File: config.mk
export PLATFORM = sky130hd
export DESIGN_NAME = display_bcd_ctrl_flat
export DESIGN_NICKNAME = d
export VERILOG_FILES = /design/src/rtl/display_bcd_ctrl_if.sv /design/src/rtl/display_bcd_ctrl.sv /design/src/flat_wrapper.sv
export SDC_FILE = /design/constraint.sdc
export NUM_CORES = 1
export LEC_CHECK = 0
export ABC_AREA = 1
export CORE_MARGIN = 2
export CORE_UTILIZATION = 55
export CTS_CLUSTER_DIAMETER = 150
export CTS_CLUSTER_SIZE = 8
export DETAILED_ROUTE_END_ITERATION = 8
export GPL_ROUTABILITY_DRIVEN = 0
export HOLD_SLACK_MARGIN = 0.05
export PLACE_DENSITY_LB_ADDON = 0.2
export SYNTH_ARGS = -nofsm -noshare
export SYNTH_HDL_FRONTEND = slang
export SYNTH_SLANG_ARGS = --single-unit
export TNS_END_PERCENT = 5
File: constraint.sdc
create_clock -name i_clk -period 1.7 [get_ports i_clk]
set_input_delay 0.17 -clock i_clk [delete_from_list [all_inputs] [get_ports i_clk]]
set_output_delay 0.17 -clock i_clk [all_outputs]
set_load 0.005 [all_outputs]
File: src/rtl/display_bcd_ctrl_if.sv
// Request/result bundle between the ALU result register, the BCD display
// controller and the display multiplexer.
interface display_bcd_ctrl_if #(
   parameter int unsigned NB_DATA = 8
);
   logic               i_valid;
   logic [NB_DATA-1:0] i_data;
   logic               i_signed;
   logic               o_busy;
   logic               o_done;
   logic [6:0]         o_seg0;
   logic [6:0]         o_seg1;
   logic [6:0]         o_seg2;
   logic [6:0]         o_seg3;

   modport master (
      output i_valid, i_data, i_signed,
      input  o_busy, o_done, o_seg0, o_seg1, o_seg2, o_seg3
   );

   modport slave (
      input  i_valid, i_data, i_signed,
      output o_busy, o_done, o_seg0, o_seg1, o_seg2, o_seg3
   );
endinterface

File: src/rtl/display_bcd_ctrl.sv
// Converts one ALU result to four active-low 7-segment codes using a
// sequential double-dabble, with sign and leading-zero blanking.
module display_bcd_ctrl #(
   parameter int unsigned NB_DATA  = 8,
   parameter bit          LZ_BLANK = 1'b1
) (
   input  logic            i_clk,
   input  logic            i_rst,
   display_bcd_ctrl_if.slave bus
);
   localparam int unsigned CW        = $clog2(NB_DATA + 1);
   localparam logic [6:0]  SEG_BLANK = 7'b1111111;
   localparam logic [6:0]  SEG_MINUS = 7'b0111111;

   typedef enum logic [1:0] {
      S_IDLE,
      S_SHIFT,
      S_ENCODE,
      S_DONE
   } state_t;

   state_t             state, state_n;
   logic               neg, neg_n;
   logic [NB_DATA-1:0] mag, mag_n;
   logic [11:0]        bcd, bcd_n;
   logic [CW-1:0]      cnt, cnt_n;
   logic [6:0]         seg0, seg1, seg2, seg3;
   logic [6:0]         seg0_n, seg1_n, seg2_n, seg3_n;
   logic [NB_DATA:0]   mag_in;
   logic [11:0]        bcd_adj;

   function automatic logic [6:0] seg7(input logic [3:0] d);
      case (d)
         4'd0:    seg7 = 7'b1000000;
         4'd1:    seg7 = 7'b1111001;
         4'd2:    seg7 = 7'b0100100;
         4'd3:    seg7 = 7'b0110000;
         4'd4:    seg7 = 7'b0011001;
         4'd5:    seg7 = 7'b0010010;
         4'd6:    seg7 = 7'b0000010;
         4'd7:    seg7 = 7'b1111000;
         4'd8:    seg7 = 7'b0000000;
         4'd9:    seg7 = 7'b0010000;
         default: seg7 = SEG_BLANK;
      endcase
   endfunction

   always_ff @(posedge i_clk or posedge i_rst) begin
      if (i_rst) begin
         state <= S_IDLE;
         neg   <= 1'b0;
         mag   <= '0;
         bcd   <= '0;
         cnt   <= '0;
         seg0  <= SEG_BLANK;
         seg1  <= SEG_BLANK;
         seg2  <= SEG_BLANK;
         seg3  <= SEG_BLANK;
      end else begin
         state <= state_n;
         neg   <= neg_n;
         mag   <= mag_n;
         bcd   <= bcd_n;
         cnt   <= cnt_n;
         seg0  <= seg0_n;
         seg1  <= seg1_n;
         seg2  <= seg2_n;
         seg3  <= seg3_n;
      end
   end

   always_comb begin
      state_n = state;
      neg_n   = neg;
      mag_n   = mag;
      bcd_n   = bcd;
      cnt_n   = cnt;
      seg0_n  = seg0;
      seg1_n  = seg1;
      seg2_n  = seg2;
      seg3_n  = seg3;
      mag_in  = '0;
      bcd_adj = bcd;

      case (state)
         S_IDLE: begin
            if (bus.i_valid) begin
               neg_n  = bus.i_signed & bus.i_data[NB_DATA-1];
               mag_in = neg_n ? ({1'b0, ~bus.i_data} + 1'b1) : {1'b0, bus.i_data};
               // The magnitude MSB (weight 2^NB_DATA, always 0 for legal inputs) is
               // preloaded as an already-shifted bit, so NB_DATA shifts cover all bits.
               {bcd_n, mag_n} = {11'd0, mag_in};
               cnt_n   = '0;
               state_n = S_SHIFT;
            end
         end

         S_SHIFT: begin
            for (int unsigned i = 0; i < 3; i++) begin
               if (bcd[4*i +: 4] >= 4'd5)
                  bcd_adj[4*i +: 4] = bcd[4*i +: 4] + 4'd3;
            end
            {bcd_n, mag_n} = {bcd_adj, mag} << 1;
            cnt_n = cnt + CW'(1);
            if (cnt == CW'(NB_DATA - 1))
               state_n = S_ENCODE;
         end

         S_ENCODE: begin
            seg0_n = seg7(bcd[3:0]);
            seg1_n = (LZ_BLANK && bcd[11:8] == 4'd0 && bcd[7:4] == 4'd0)
                     ? SEG_BLANK : seg7(bcd[7:4]);
            seg2_n = (LZ_BLANK && bcd[11:8] == 4'd0) ? SEG_BLANK : seg7(bcd[11:8]);
            seg3_n = neg ? SEG_MINUS : SEG_BLANK;
            state_n = S_DONE;
         end

         S_DONE: begin
            state_n = S_IDLE;
         end

         default: begin
            state_n = S_IDLE;
         end
      endcase
   end

   assign bus.o_busy = (state != S_IDLE);
   assign bus.o_done = (state == S_DONE);
   assign bus.o_seg0 = seg0;
   assign bus.o_seg1 = seg1;
   assign bus.o_seg2 = seg2;
   assign bus.o_seg3 = seg3;
endmodule
File: src/flat_wrapper.sv
// flat-port wrapper written by rule: the top's interface ports become plain ports
module display_bcd_ctrl_flat 
#(
   parameter int unsigned NB_DATA  = 8,
   parameter bit          LZ_BLANK = 1'b1
)
  (i_clk, i_rst, bus_i_valid, bus_i_data, bus_i_signed, bus_o_busy, bus_o_done, bus_o_seg0, bus_o_seg1, bus_o_seg2, bus_o_seg3);
  display_bcd_ctrl_if #(.NB_DATA(NB_DATA)) bus_i ();
  input  logic i_clk;
  input  logic i_rst;
  input wire logic [$bits(bus_i.i_valid)-1:0] bus_i_valid;
  input wire logic [$bits(bus_i.i_data)-1:0] bus_i_data;
  input wire logic [$bits(bus_i.i_signed)-1:0] bus_i_signed;
  output wire logic [$bits(bus_i.o_busy)-1:0] bus_o_busy;
  output wire logic [$bits(bus_i.o_done)-1:0] bus_o_done;
  output wire logic [$bits(bus_i.o_seg0)-1:0] bus_o_seg0;
  output wire logic [$bits(bus_i.o_seg1)-1:0] bus_o_seg1;
  output wire logic [$bits(bus_i.o_seg2)-1:0] bus_o_seg2;
  output wire logic [$bits(bus_i.o_seg3)-1:0] bus_o_seg3;
  assign bus_i.i_valid = bus_i_valid;
  assign bus_i.i_data = bus_i_data;
  assign bus_i.i_signed = bus_i_signed;
  assign bus_o_busy = bus_i.o_busy;
  assign bus_o_done = bus_i.o_done;
  assign bus_o_seg0 = bus_i.o_seg0;
  assign bus_o_seg1 = bus_i.o_seg1;
  assign bus_o_seg2 = bus_i.o_seg2;
  assign bus_o_seg3 = bus_i.o_seg3;
  display_bcd_ctrl #(.NB_DATA(NB_DATA), .LZ_BLANK(LZ_BLANK)) u_core (.i_clk(i_clk), .i_rst(i_rst), .bus(bus_i));
endmodule
# ---- Word-level counts from Yosys, hierarchy flattened
# Memories as Yosys holds them, arrays and structs flattened. A register that Yosys moved wholly into a read port is not among the register bits.
# Cells that the tools add are included.
dict set report word_totals {
  reg_bits 48
  latchBits 0
  ramBits 0
  mem_bits_ro 336
  mem_count 3
}
dict set report op_classes {
  addsub 5
  multipliers 0
  div_mod_pow 0
  n_lt_le_gt_ge 3
  n_eq_ne 6
  n_shift 0
  n_mux 16
  n_bitwise 2
  n_reduce_logical 9
}
# memory depth width rd rd_clocked_by_memory_dff wr line
set mem_list {}
lappend mem_list {{(name not given)} 16 7 1 1 0 display_bcd_ctrl.sv:33} ;# case (d)
lappend mem_list {{(name not given)} 16 7 1 0 0 display_bcd_ctrl.sv:33}
lappend mem_list {{(name not given)} 16 7 1 0 0 display_bcd_ctrl.sv:33}
# op n
set op_table {}
lappend op_table {{$pmux W12 S2} 1}
lappend op_table {{$mux W7} 3}
lappend op_table {{$pmux W8 S2} 1}
lappend op_table {{$ge A4 B3 Y1 const B} 3}
lappend op_table {{$mux W12} 1}
lappend op_table {{$mux W4} 3}
lappend op_table {{$add A8 B1 Y9 const B} 1}
lappend op_table {{$mux W9} 1}
lappend op_table {{$add A4 B2 Y4 const B} 2}
lappend op_table {{$logic_not A4 Y1} 2}
lappend op_table {{$mux W8} 1}
lappend op_table {{$not A8 Y8} 1}
lappend op_table {{$pmux W2 S4} 1}
lappend op_table {{$pmux W4 S2} 1}
lappend op_table {{$reduce_and A2 Y1} 3}
lappend op_table {{$add A4 B1 Y4 const B} 1}
lappend op_table {{$eq A2 B2 Y1 const B} 2}
lappend op_table {{$eq A4 B3 Y1 const B} 1}
lappend op_table {{$mux W2} 2}
lappend op_table {{$reduce_bool A2 Y1} 2}
lappend op_table {{$add A3 B2 Y3 const B} 1}
lappend op_table {{$mux W3} 1}
lappend op_table {{$eq A2 B1 Y1 const B} 1}
lappend op_table {{$logic_not A2 Y1} 1}
lappend op_table {{4 further kinds} 4}

# ---- Logic depth before layout (Yosys ltp)
# Gate-level depths: netlist of run 1.
dict set report logic_depth {
  depth_word 5
  mapped_depth 10
}

# ---- Least setup slack after synthesis of run 1
# Ideal clock, no wire load.
dict set report synth_path {
  path_kind {register to register}
  start {reg u_core.bcd[0]}
  end {reg u_core.bcd[2]}
  arrival_ns 1.379
  t_required_ns 1.573
  path_slack_ns 0.194
  path_stages_with_launch 8
  n_path_buf 0
  synth_period_minus_slack_ns 1.506
  path_cell_list {dfrtp_1 -> inv_1 -> ha_1 -> inv_1 -> o21ai_0 -> nand2_1 -> o21ai_0 -> o21ai_0}
}
dict set report synth_between {
  elab_chain_len 3
  elab_cells_between_ends 4
  classes_between {add/sub (1); order compare (1); mux (2)}
}
# item line
set synth_rtl {}
lappend synth_rtl {{start, declared} display_bcd_ctrl.sv:25} ;# logic [11:0] bcd, bcd_n;
lappend synth_rtl {{start signal, assigned} display_bcd_ctrl.sv:63} ;# bcd <= bcd_n;
lappend synth_rtl {{$add A4 B2 Y4 or $ge A4 B3 Y1 (tied branches)} {display_bcd_ctrl.sv:101, display_bcd_ctrl.sv:100}}
lappend synth_rtl {{$mux W4 (*)} display_bcd_ctrl.sv:100} ;# if (bcd[4*i +: 4] >= 4'd5)
lappend synth_rtl {{$pmux W12 S2 (*)} display_bcd_ctrl.sv:85} ;# case (state)
# Every way passes the cells marked *; elsewhere a longest branch is shown, timed or not.
# A chain may end at the register's enable or synchronous reset.

# ---- Worst setup path in the final report of run 1
dict set report layout_path {
  start {reg u_core.bcd[5]}
  end {reg u_core.bcd[7]}
}
# The elaborated chain is that of the path after synthesis.

==> flow_summary.ini, run 1 <==
[status]
status = finished, final reports clean

[grt]
grt_pass1_vias = 2367
grt_usage_pct = 21.5
grt_max_degree = 22
grt_pass1_wl_um = 10400
grt_overflow = 0
grt_antenna_before_repair = 0

[logic_synthesis]
syn_area_um2 = 2930
synth-warning-count = 0
synthCells = 371
yosysSeqAreaShare_pct = 42.7
ys_types = 34
ys_seq_elements = 49
avgSynthCellArea_um2 = 7.91

[power_and_ir_drop]
swShare_pct = 42.9
power_density_nw_per_um2 = 1910
p_clk_share_pct = 9.7
comb_power_share_pct = 56.8
p_seq_share_pct = 33.5
p_int_mw = 3.83
ir_drop_mv = 0.934
p_leak_nw = 1.66
power.switching_mw = 2.88

[timing]
fmax_ghz = 0.612
hold_viol_final = 0
slew_viol_final = 0
setup_violations = 0
layout_min_cycle_time_ns = 1.63
period_share_pct = 96.1
finClkSkew_ns = 0.00446

[clock_tree]
cts_max_level = 2
cts_root_buffer = clkbuf_8
cts_tree = done
path_clk_slew_ns = 0.08
cts_inserted_buffers = 5
clock_path_buffers = 2
clk_latency_ns = 0.30
clkSinkCount = 49

[cells_and_area]
fin_util_pct = 68.5
final_common_cell = nand2_1
fin_nets = 454
layout.cells.non_filler = 489
diodes = 0
final_cell_mix = 76 x nand2_1, 53 x nor2_1, 37 x a21oi_1
syn_to_final_growth_pct = 20.1
drive_above_1_share_pct = 13.8
nFillCells = 460

[worst_setup_path]
rrSetupSlack_ns = 0.07
critPathSlowestCell = dfrtp_1
arrival_ns = 1.81
cp.required_ns = 1.87
max_stage_delay_ns = 0.43
path_class = register to register
cp_top_family = flip-flops
critPathMaxFanout = 7
critPathLaunchType = register
path_cells = inv_1, ha_1, inv_1, nand2_1, nand2_1, nand2_1, inv_1, o21ai_0, o21ai_0
path_buf_inv = 3
end_kind = register

[placement]
dp.cells = 480
numPortBuffers = 35
dp_hpwl_um = 4380

[detailed_routing]
vias_per_cell = 5.18
avgRoutedWirePerCell_um = 12.2
final_antenna_net_count = 0
finalWirelength_um = 5950
drc = 0
drt_first_iter_violations = 153
via_count = 2534
drt_pass1_iterations = 4

[run]
maxCapViolCount = 0

[hold_path]
hp-class = input pin to async pin

[die]
die_y_um = 77.0
floorplan.io_pins = 42
initial_core_util_pct = 57.1
num_rows = 26
coreArea_um2 = 5140
dieArea_um2 = 5930
die_w_um = 77.0
## metal layers
metal	vias up	track usage (%)	share of wire (%)
met5	-	0	0
met4	0	9.64	1.5
met3	8	2.47	2.9
met2	51	36.1	50
met1	1179	28.0	45
li1	1296	-	-
## final cells by class
type | count | area, um2 | share of cell area, %
Multi-Input combinational cell | 271 | 1460 | 41.4
Sequential cell | 49 | 1250 | 35.6
Timing Repair Buffer | 51 | 485 | 13.8
Inverter | 41 | 159 | 4.51
Tap cell | 70 | 87.6 | 2.49
Clock buffer | 6 | 72.6 | 2.06
Clock inverter | 1 | 5.00 | 0.142
## flip-flops by register name, indices dropped and copies added (netlist names)
| name | cells |
|---|---|
| u_core.state | 2 |
| u_core.bus.o_seg1 | 7 |
| u_core.mag | 8 |
| u_core.cnt | 4 |
| u_core.bus.o_seg3 | 1 |
| u_core.bus.o_seg0 | 7 |
| u_core.bus.o_seg2 | 7 |
| u_core.neg | 1 |
| u_core.bcd | 12 |
## power groups by stage
| stage | registers [mW] | clock network [mW] | logic, mW |
|---|---|---|---|
| 2_1_floorplan | 2.23 | 0 | 2.45 |
| 3_3_place_gp | 2.26 | 0 | 3.58 |
| 3_5_place_dp | 2.27 | 0 | 3.69 |
| 4_1_cts | 2.24 | 0.676 | 3.80 |
| 5_1_grt | 2.33 | 0.704 | 4.35 |
| 6_report | 2.25 | 0.652 | 3.81 |
## synth_stat cells, drive strengths merged
| library cell | instances | area [um2] |
|---|---|---|
| a31oi | 3 | 18.8 |
| nor2 | 58 | 235 |
| nand2 | 77 | 292 |
| ha | 23 | 288 |
| nand4 | 3 | 18.8 |
| nand3 | 14 | 75.1 |
| buf | 12 | 87.6 |
| xor2 | 1 | 8.76 |
| o22ai | 6 | 37.5 |
| dfstp | 22 | 578 |
| o21bai | 1 | 7.51 |
| o21a | 1 | 7.51 |
| o21ai | 32 | 175 |
| a22oi | 1 | 12.5 |
| dfrtp | 27 | 676 |
| o211ai | 4 | 30.0 |
| clkbuf | 3 | 11.3 |
| a22o | 1 | 8.76 |
| o31ai | 1 | 7.51 |
| clkinv | 3 | 11.3 |
| nor3 | 2 | 10.0 |
| a21oi | 37 | 185 |
| inv | 38 | 148 |
| conb | 1 | 3.75 |
## logic make-up (layout without fill, tap and decap cells)
kind of cell | after synthesis | in the layout | synth area share [%]
buffers and inverters | 56 | 99 | 8.79
other | 1 | 6 | 0.128
xor gates and xnor gates | 1 | 1 | 0.299
and+or+nand+nor | 154 | 154 | 21.5
AOI/OAI and AO/OA | 87 | 87 | 16.7
DFF | 49 | 49 | 42.7
adders and majority gates | 23 | 23 | 9.81
## metrics by stage
step | instance area, um2 | TNS, ns | hold WS, ns | setup WS (ns) | power, mW
final | 3520 | 0 | 0.182 | 0.0670 | 6.71
after global routing | 3520 | -0.0889 | 0.238 | -0.0889 | 7.38
after CTS | 3510 | 0 | 0.185 | 0.00631 | 6.72
after detailed placement | 3410 | -0.00388 | 0.435 | -0.00388 | 5.96
after global placement | 3410 | 0 | 0.417 | 0.0805 | 5.84
after floorplan | 2950 | 0 | 0.367 | 0.194 | 4.68
## path summary, 6_finish.rpt
path / from / to / cells after the start
min: i_rst / u_core.bcd[9]$_DFFE_PP0P_ / 2
min in group i_clk: u_core.neg$_DFFE_PP0P_ / u_core.bus.o_seg3[6]$_DFFE_PP1P_ / 1
max reg2reg: u_core.bcd[5]$_DFFE_PP0P_ / u_core.bcd[7]$_DFFE_PP0P_ / 9
max: u_core.bcd[5]$_DFFE_PP0P_ / u_core.bcd[7]$_DFFE_PP0P_ / 9
max in group asynchronous: i_rst / u_core.bus.o_seg0[6]$_DFFE_PP1P_ / 3
min reg2reg: u_core.neg$_DFFE_PP0P_ / u_core.bus.o_seg3[6]$_DFFE_PP1P_ / 1
## timing repair
action / in CTS / in global routing
hold buffers: 0 / 0
endpoints found under the setup margin: 2 / 5
gates cloned: 0 / 0
gates resized for setup: 2 / 5
buffers inserted: 2 / 0
Power figures use the tool's default switching activity.
==> run 2, diff against run 1 <==
--- a/config.mk
+++ b/config.mk
@@ -6,14 +6,14 @@
 export NUM_CORES = 1
 export LEC_CHECK = 0
 export ABC_AREA = 1
+export CAP_MARGIN = 10
 export CORE_MARGIN = 2
 export CORE_UTILIZATION = 55
-export CTS_CLUSTER_DIAMETER = 150
 export CTS_CLUSTER_SIZE = 8
 export DETAILED_ROUTE_END_ITERATION = 8
 export GPL_ROUTABILITY_DRIVEN = 0
 export HOLD_SLACK_MARGIN = 0.05
-export PLACE_DENSITY_LB_ADDON = 0.2
+export PLACE_DENSITY_LB_ADDON = 0.25
 export SYNTH_ARGS = -nofsm -noshare
 export SYNTH_HDL_FRONTEND = slang
 export SYNTH_SLANG_ARGS = --single-unit
==> run 2 against run 1 <==
  * Critical path depth is 2 lower
  * Register-to-register slack is essentially flat
  * Clock skew is 0.0030 ns higher
  * Fmax grew 0.85%
  * Cell count shrank 0.41%
  * Critical endpoint is now u_core.cnt[2]$_DFFE_PP0P_
  * Highest routed layer unchanged
==> flow_summary.ini, run 2 (synthesized netlist as in run 1, its figures left out) <==
[worst_setup_path]
max_stage_delay_ns = 0.42
path_class = register to register
cp_common_cell = a21oi_1
path_cells = inv_2, ha_1, inv_1, o21ai_4, buf_4, a21oi_1, a21oi_1
cp.required_ns = 1.93
arrival_ns = 1.85
critPathSlowestCell = dfrtp_1
critPathLaunchType = register
end_kind = register
critPathMaxFanout = 13

[timing]
setup_violations = 0
slew_viol_final = 0
hold_viol_final = 0
setup_slack_ns = 0.0807
layout_min_cycle_time_ns = 1.62
finClkSkew_ns = 0.00748
fmax_ghz = 0.618
rsz0062_at_grt = true
period_share_pct = 95.3

[power_and_ir_drop]
ir_drop_mv = 0.921
power_density_nw_per_um2 = 1950
p_leak_nw = 1.67

[detailed_routing]
drt_pass1_iterations = 5
avgRoutedWirePerCell_um = 12.1
vias_per_cell = 5.26
final_antenna_net_count = 0
finalWirelength_um = 5890
drt_first_iter_violations = 165
via_count = 2561
drc = 0

[clock_tree]
path_clk_slew_ns = 0.09
cts_max_level = 2
clock_path_buffers = 2
cts_tree = done
post-cts-setup-buffers = 0
clkSinkCount = 49
clk_latency_ns = 0.31
cts_root_buffer = clkbuf_8
cts_inserted_buffers = 5

[grt]
grt_pass1_wl_um = 10200
grt_usage_pct = 20.9
grt_pass1_vias = 2428
grt_max_degree = 25
grt_antenna_before_repair = 0
grt_overflow = 0

[placement]
numPortBuffers = 35
dp_hpwl_um = 4360
pre_cts_ws_ns = -0.00629

[status]
status = finished, final reports clean

[run]
maxCapViolCount = 0

[die]
coreArea_um2 = 5140
floorplan.io_pins = 42
initial_core_util_pct = 57.1
die_y_um = 77.0
dieArea_um2 = 5930
die_w_um = 77.0
num_rows = 26

[cells_and_area]
reg_top3 = u_core.bcd: 12 flops, u_core.mag: 8 flops
top_register = u_core.bcd
largest_reg_flops = 12
fin_nets = 451
syn_to_final_growth_pct = 21.1
fin_util_pct = 69.1
drive_above_1_share_pct = 14.9
nFillCells = 455
final_cell_mix = 76 x nand2_1, 53 x nor2_1, 37 x a21oi_1
final_common_cell = nand2_1
diodes = 0

[hold_path]
hp-class = input pin to async pin
run 2: cell types whose count changed in the layout (fill, tap and decap cells not counted), sizes merged:
cell / change
buf: -3
bufinv: +1
clkinv: -1
dlygate4sd2: +1
dlymetal6s2s: -1
inv: +1
run 2: path summary, 6_finish.rpt:
check	end	slack (ns)	depth (start not counted)	start
max	u_core.cnt[2]$_DFFE_PP0P_	0.08	7	u_core.state[1]$_DFFE_PP0P_
min	u_core.bcd[10]$_DFFE_PP0P_	0.15	2	i_rst
max reg2reg	u_core.cnt[2]$_DFFE_PP0P_	0.08	7	u_core.state[1]$_DFFE_PP0P_
min reg2reg	u_core.bus.o_seg3[6]$_DFFE_PP1P_	0.45	1	u_core.neg$_DFFE_PP0P_
max in group asynchronous	u_core.bus.o_seg0[5]$_DFFE_PP1P_	0.99	3	i_rst
min in group i_clk	u_core.bus.o_seg3[6]$_DFFE_PP1P_	0.45	1	u_core.neg$_DFFE_PP0P_
run 2: layout make-up:
type                            count  area, um2  area share [%]
Timing Repair Buffer               48        472            13.3
Sequential cell                    49       1250            35.3
Clock inverter                      2       36.3            1.02
Multi-Input combinational cell    271       1460            41.1
Inverter                           41        159            4.47
Tap cell                           70       87.6            2.47
Clock buffer                        6       82.6            2.32
run 2: metrics by stage:
stage	power, mW	setup TNS [ns]	hold slack, ns	area, um2	cells
6_report	6.91	0	0.151	3550	487
3_5_place_dp	5.98	-0.00629	0.440	3410	479
3_3_place_gp	5.85	0	0.436	3410	479
4_1_cts	6.92	0	0.158	3540	487
2_1_floorplan	4.68	0	0.367	2950	376
5_1_grt	7.57	-0.0212	0.219	3550	487
run 2: per-layer routing:
layer	global-route usage, %	wire, um	up-vias	part of all wire (%)
li1	-	-	1289	-
met1	24.4	2550	1181	43
met2	37.6	2980	82	51
met3	3.53	260	9	4.4
met4	9.11	99	0	1.7
met5	0	0	-	0
run 2: report_power, final:
group / internal, mW / total (mW) / switching, mW
combinational: 1.65 / 3.76 / 2.11
clock: 0.480 / 0.876 / 0.397
sequential: 1.89 / 2.28 / 0.390
run 2: critical path: cells and delay by family, from the launching register on:
kind                       cells  cell delay (ns)
adders and majority gates      1             0.18
buffers and inverters          3             0.50
AOI/OAI and AO/OA              3             0.46
DFF                            1             0.42
run 2: what timing repair did:
item	in CTS	in global routing
hold buffers	0	0
setup endpoints to repair	4	6
pin swaps	0	0
resized for setup	6	5
==> run 3, diff against run 2 <==
--- a/config.mk
+++ b/config.mk
@@ -14,6 +14,7 @@
 export GPL_ROUTABILITY_DRIVEN = 0
 export HOLD_SLACK_MARGIN = 0.05
 export PLACE_DENSITY_LB_ADDON = 0.25
+export SETUP_SLACK_MARGIN = 0.2
 export SYNTH_ARGS = -nofsm -noshare
 export SYNTH_HDL_FRONTEND = slang
 export SYNTH_SLANG_ARGS = --single-unit
==> run 3 against run 2 <==
  * Critical path depth is 1 lower
  * Total power is 1.5% higher
  * Critical endpoint is now u_core.bcd[2]$_DFFE_PP0P_
  * Worst hold slack better by 0.26 ns
  * Cell count is 2.1% higher
  * Sequential share of layout area is 0.78 points lower
  * Utilization is 1.7 points higher
  * Setup slack better by 0.066 ns
  * Clock skew is 0.00057 ns higher
  * First-iteration DRC count is 44% lower
  * Flip-flop and latch count stayed put
  * Sequential power hardly changed
==> flow_summary.ini, run 3 (synthesized netlist as in run 1, its figures left out) <==
[placement]
dpl_cell_area_um2 = 3410
dp_hpwl_um = 4520
numPortBuffers = 35
pre_cts_ws_ns = 0.0772

[clock_tree]
path_clk_slew_ns = 0.09
cts_hold_buf = 0
cts_inserted_buffers = 5
clk_latency_ns = 0.30
clkSinkCount = 49
cts_tree = done
clock_path_buffers = 2
cts_root_buffer = clkbuf_8
cts_max_level = 2

[die]
floorplan.io_pins = 42
num_rows = 26
dieArea_um2 = 5930
die_y_um = 77.0
initial_core_util_pct = 57.1
die_w_um = 77.0
coreArea_um2 = 5140

[grt]
grt_pass1_wl_um = 10600
grt_usage_pct = 21.7
grt_pass1_vias = 2506
met1_usage_pct = 25.3
globalRouteMet2Util_pct = 39.7
grt_overflow = 0
grt_max_degree = 36
grtUsageMet3_pct = 3.65
busiest_layer = met2
grt_antenna_before_repair = 0

[cells_and_area]
reg_top3 = u_core.bcd: 12 flops, u_core.mag: 8 flops
diodes = 0
drive_above_1_share_pct = 19.2
fin_nets = 462
syn_to_final_growth_pct = 24.1
final_cell_mix = 74 x nand2_1, 51 x nor2_1, 37 x a21oi_1
largest_reg_flops = 12
final_common_cell = nand2_1
top_register = u_core.bcd
fin_util_pct = 70.8
final_cell_area_um2 = 3640

[timing]
tns_ns = 0
setup_violations = 0
hold_viol_final = 0
rsz0062_at_grt = true
period_share_pct = 91.4
hold_ws_ns = 0.407
finClkSkew_ns = 0.00805
slew_viol_final = 0
setup_slack_ns = 0.147
layout_min_cycle_time_ns = 1.55
fmax_ghz = 0.644

[worst_setup_path]
critPathMaxFanout = 5
cp.required_ns = 1.88
arrival_ns = 1.73
rrSetupSlack_ns = 0.15
path_class = register to register
rr_startpoint = u_core.bcd[0]$_DFFE_PP0P_
end_kind = register
r2r_end = u_core.bcd[2]$_DFFE_PP0P_
reg2regPathDepth = 6
critPathLaunchType = register

[power_and_ir_drop]
p_leak_nw = 1.71
power_density_nw_per_um2 = 1930
ir_drop_mv = 1.02

[detailed_routing]
via_count = 2600
final_antenna_net_count = 0
drt_first_iter_violations = 92
finalWirelength_um = 6240
vias_per_cell = 5.23
drc = 0
avgRoutedWirePerCell_um = 12.6
drt_pass1_iterations = 8

[hold_path]
hp-class = input pin to async pin

[status]
status = finished, final reports clean

[run]
maxCapViolCount = 0
-- run 3: what timing repair did --
item	4_1_cts	5_1_grt
resized for setup	4	18
buffers inserted	2	9
pin swaps	0	2
setup endpoints to repair	39	62
-- run 3: through the flow --
stage               total power [mW]  cells
floorplan                       4.69    376
global placement                5.89    479
detailed placement              6.02    479
CTS                             6.81    488
global route                    7.67    497
finish                          7.01    497
-- run 3: layout make-up --
cell class	count	area [um2]
Multi-Input combinational cell	271	1480
Fill cell	429	1500
Tap cell	70	87.6
Clock buffer	6	82.6
Timing Repair Buffer	59	561
Inverter	41	163
Clock inverter	1	7.51
Sequential cell	49	1260
-- run 3: metal layers --
layer / part of all wire (%) / wire length [um]
met5: 0 / 0
met2: 51 / 3160
met4: 2.1 / 133
met1: 43 / 2710
met3: 3.9 / 241
-- run 3: worst max path at each step --
| stage | start | end | cells past startpoint |
|---|---|---|---|
| after floorplan | u_core.state[0]$_DFFE_PP0P_ | u_core.cnt[1]$_DFFE_PP0P_ | 6 |
| after global routing | u_core.bcd[4]$_DFFE_PP0P_ | u_core.bcd[7]$_DFFE_PP0P_ | 8 |
| after CTS | u_core.state[0]$_DFFE_PP0P_ | bus_o_done | 3 |
| final | u_core.bcd[0]$_DFFE_PP0P_ | u_core.bcd[2]$_DFFE_PP0P_ | 6 |
| after detailed placement | u_core.state[0]$_DFFE_PP0P_ | u_core.bcd[5]$_DFFE_PP0P_ | 8 |
| after global placement | u_core.bcd[4]$_DFFE_PP0P_ | u_core.bcd[7]$_DFFE_PP0P_ | 8 |
-- run 3: where the power goes --
group	internal [mW]	switching (mW)	leakage, nW
clock network	0.322	0.382	0.0433
logic	1.83	2.21	1.10
registers	1.89	0.381	0.570
-- run 3: worst max-delay path, cell delays in order (launching register included) --
cell     delay [ns]
dfrtp_2        0.45
buf_4          0.15
ha_1           0.22
o21ai_2        0.23
nand2_2        0.11
o21ai_0        0.16
o21ai_0        0.10
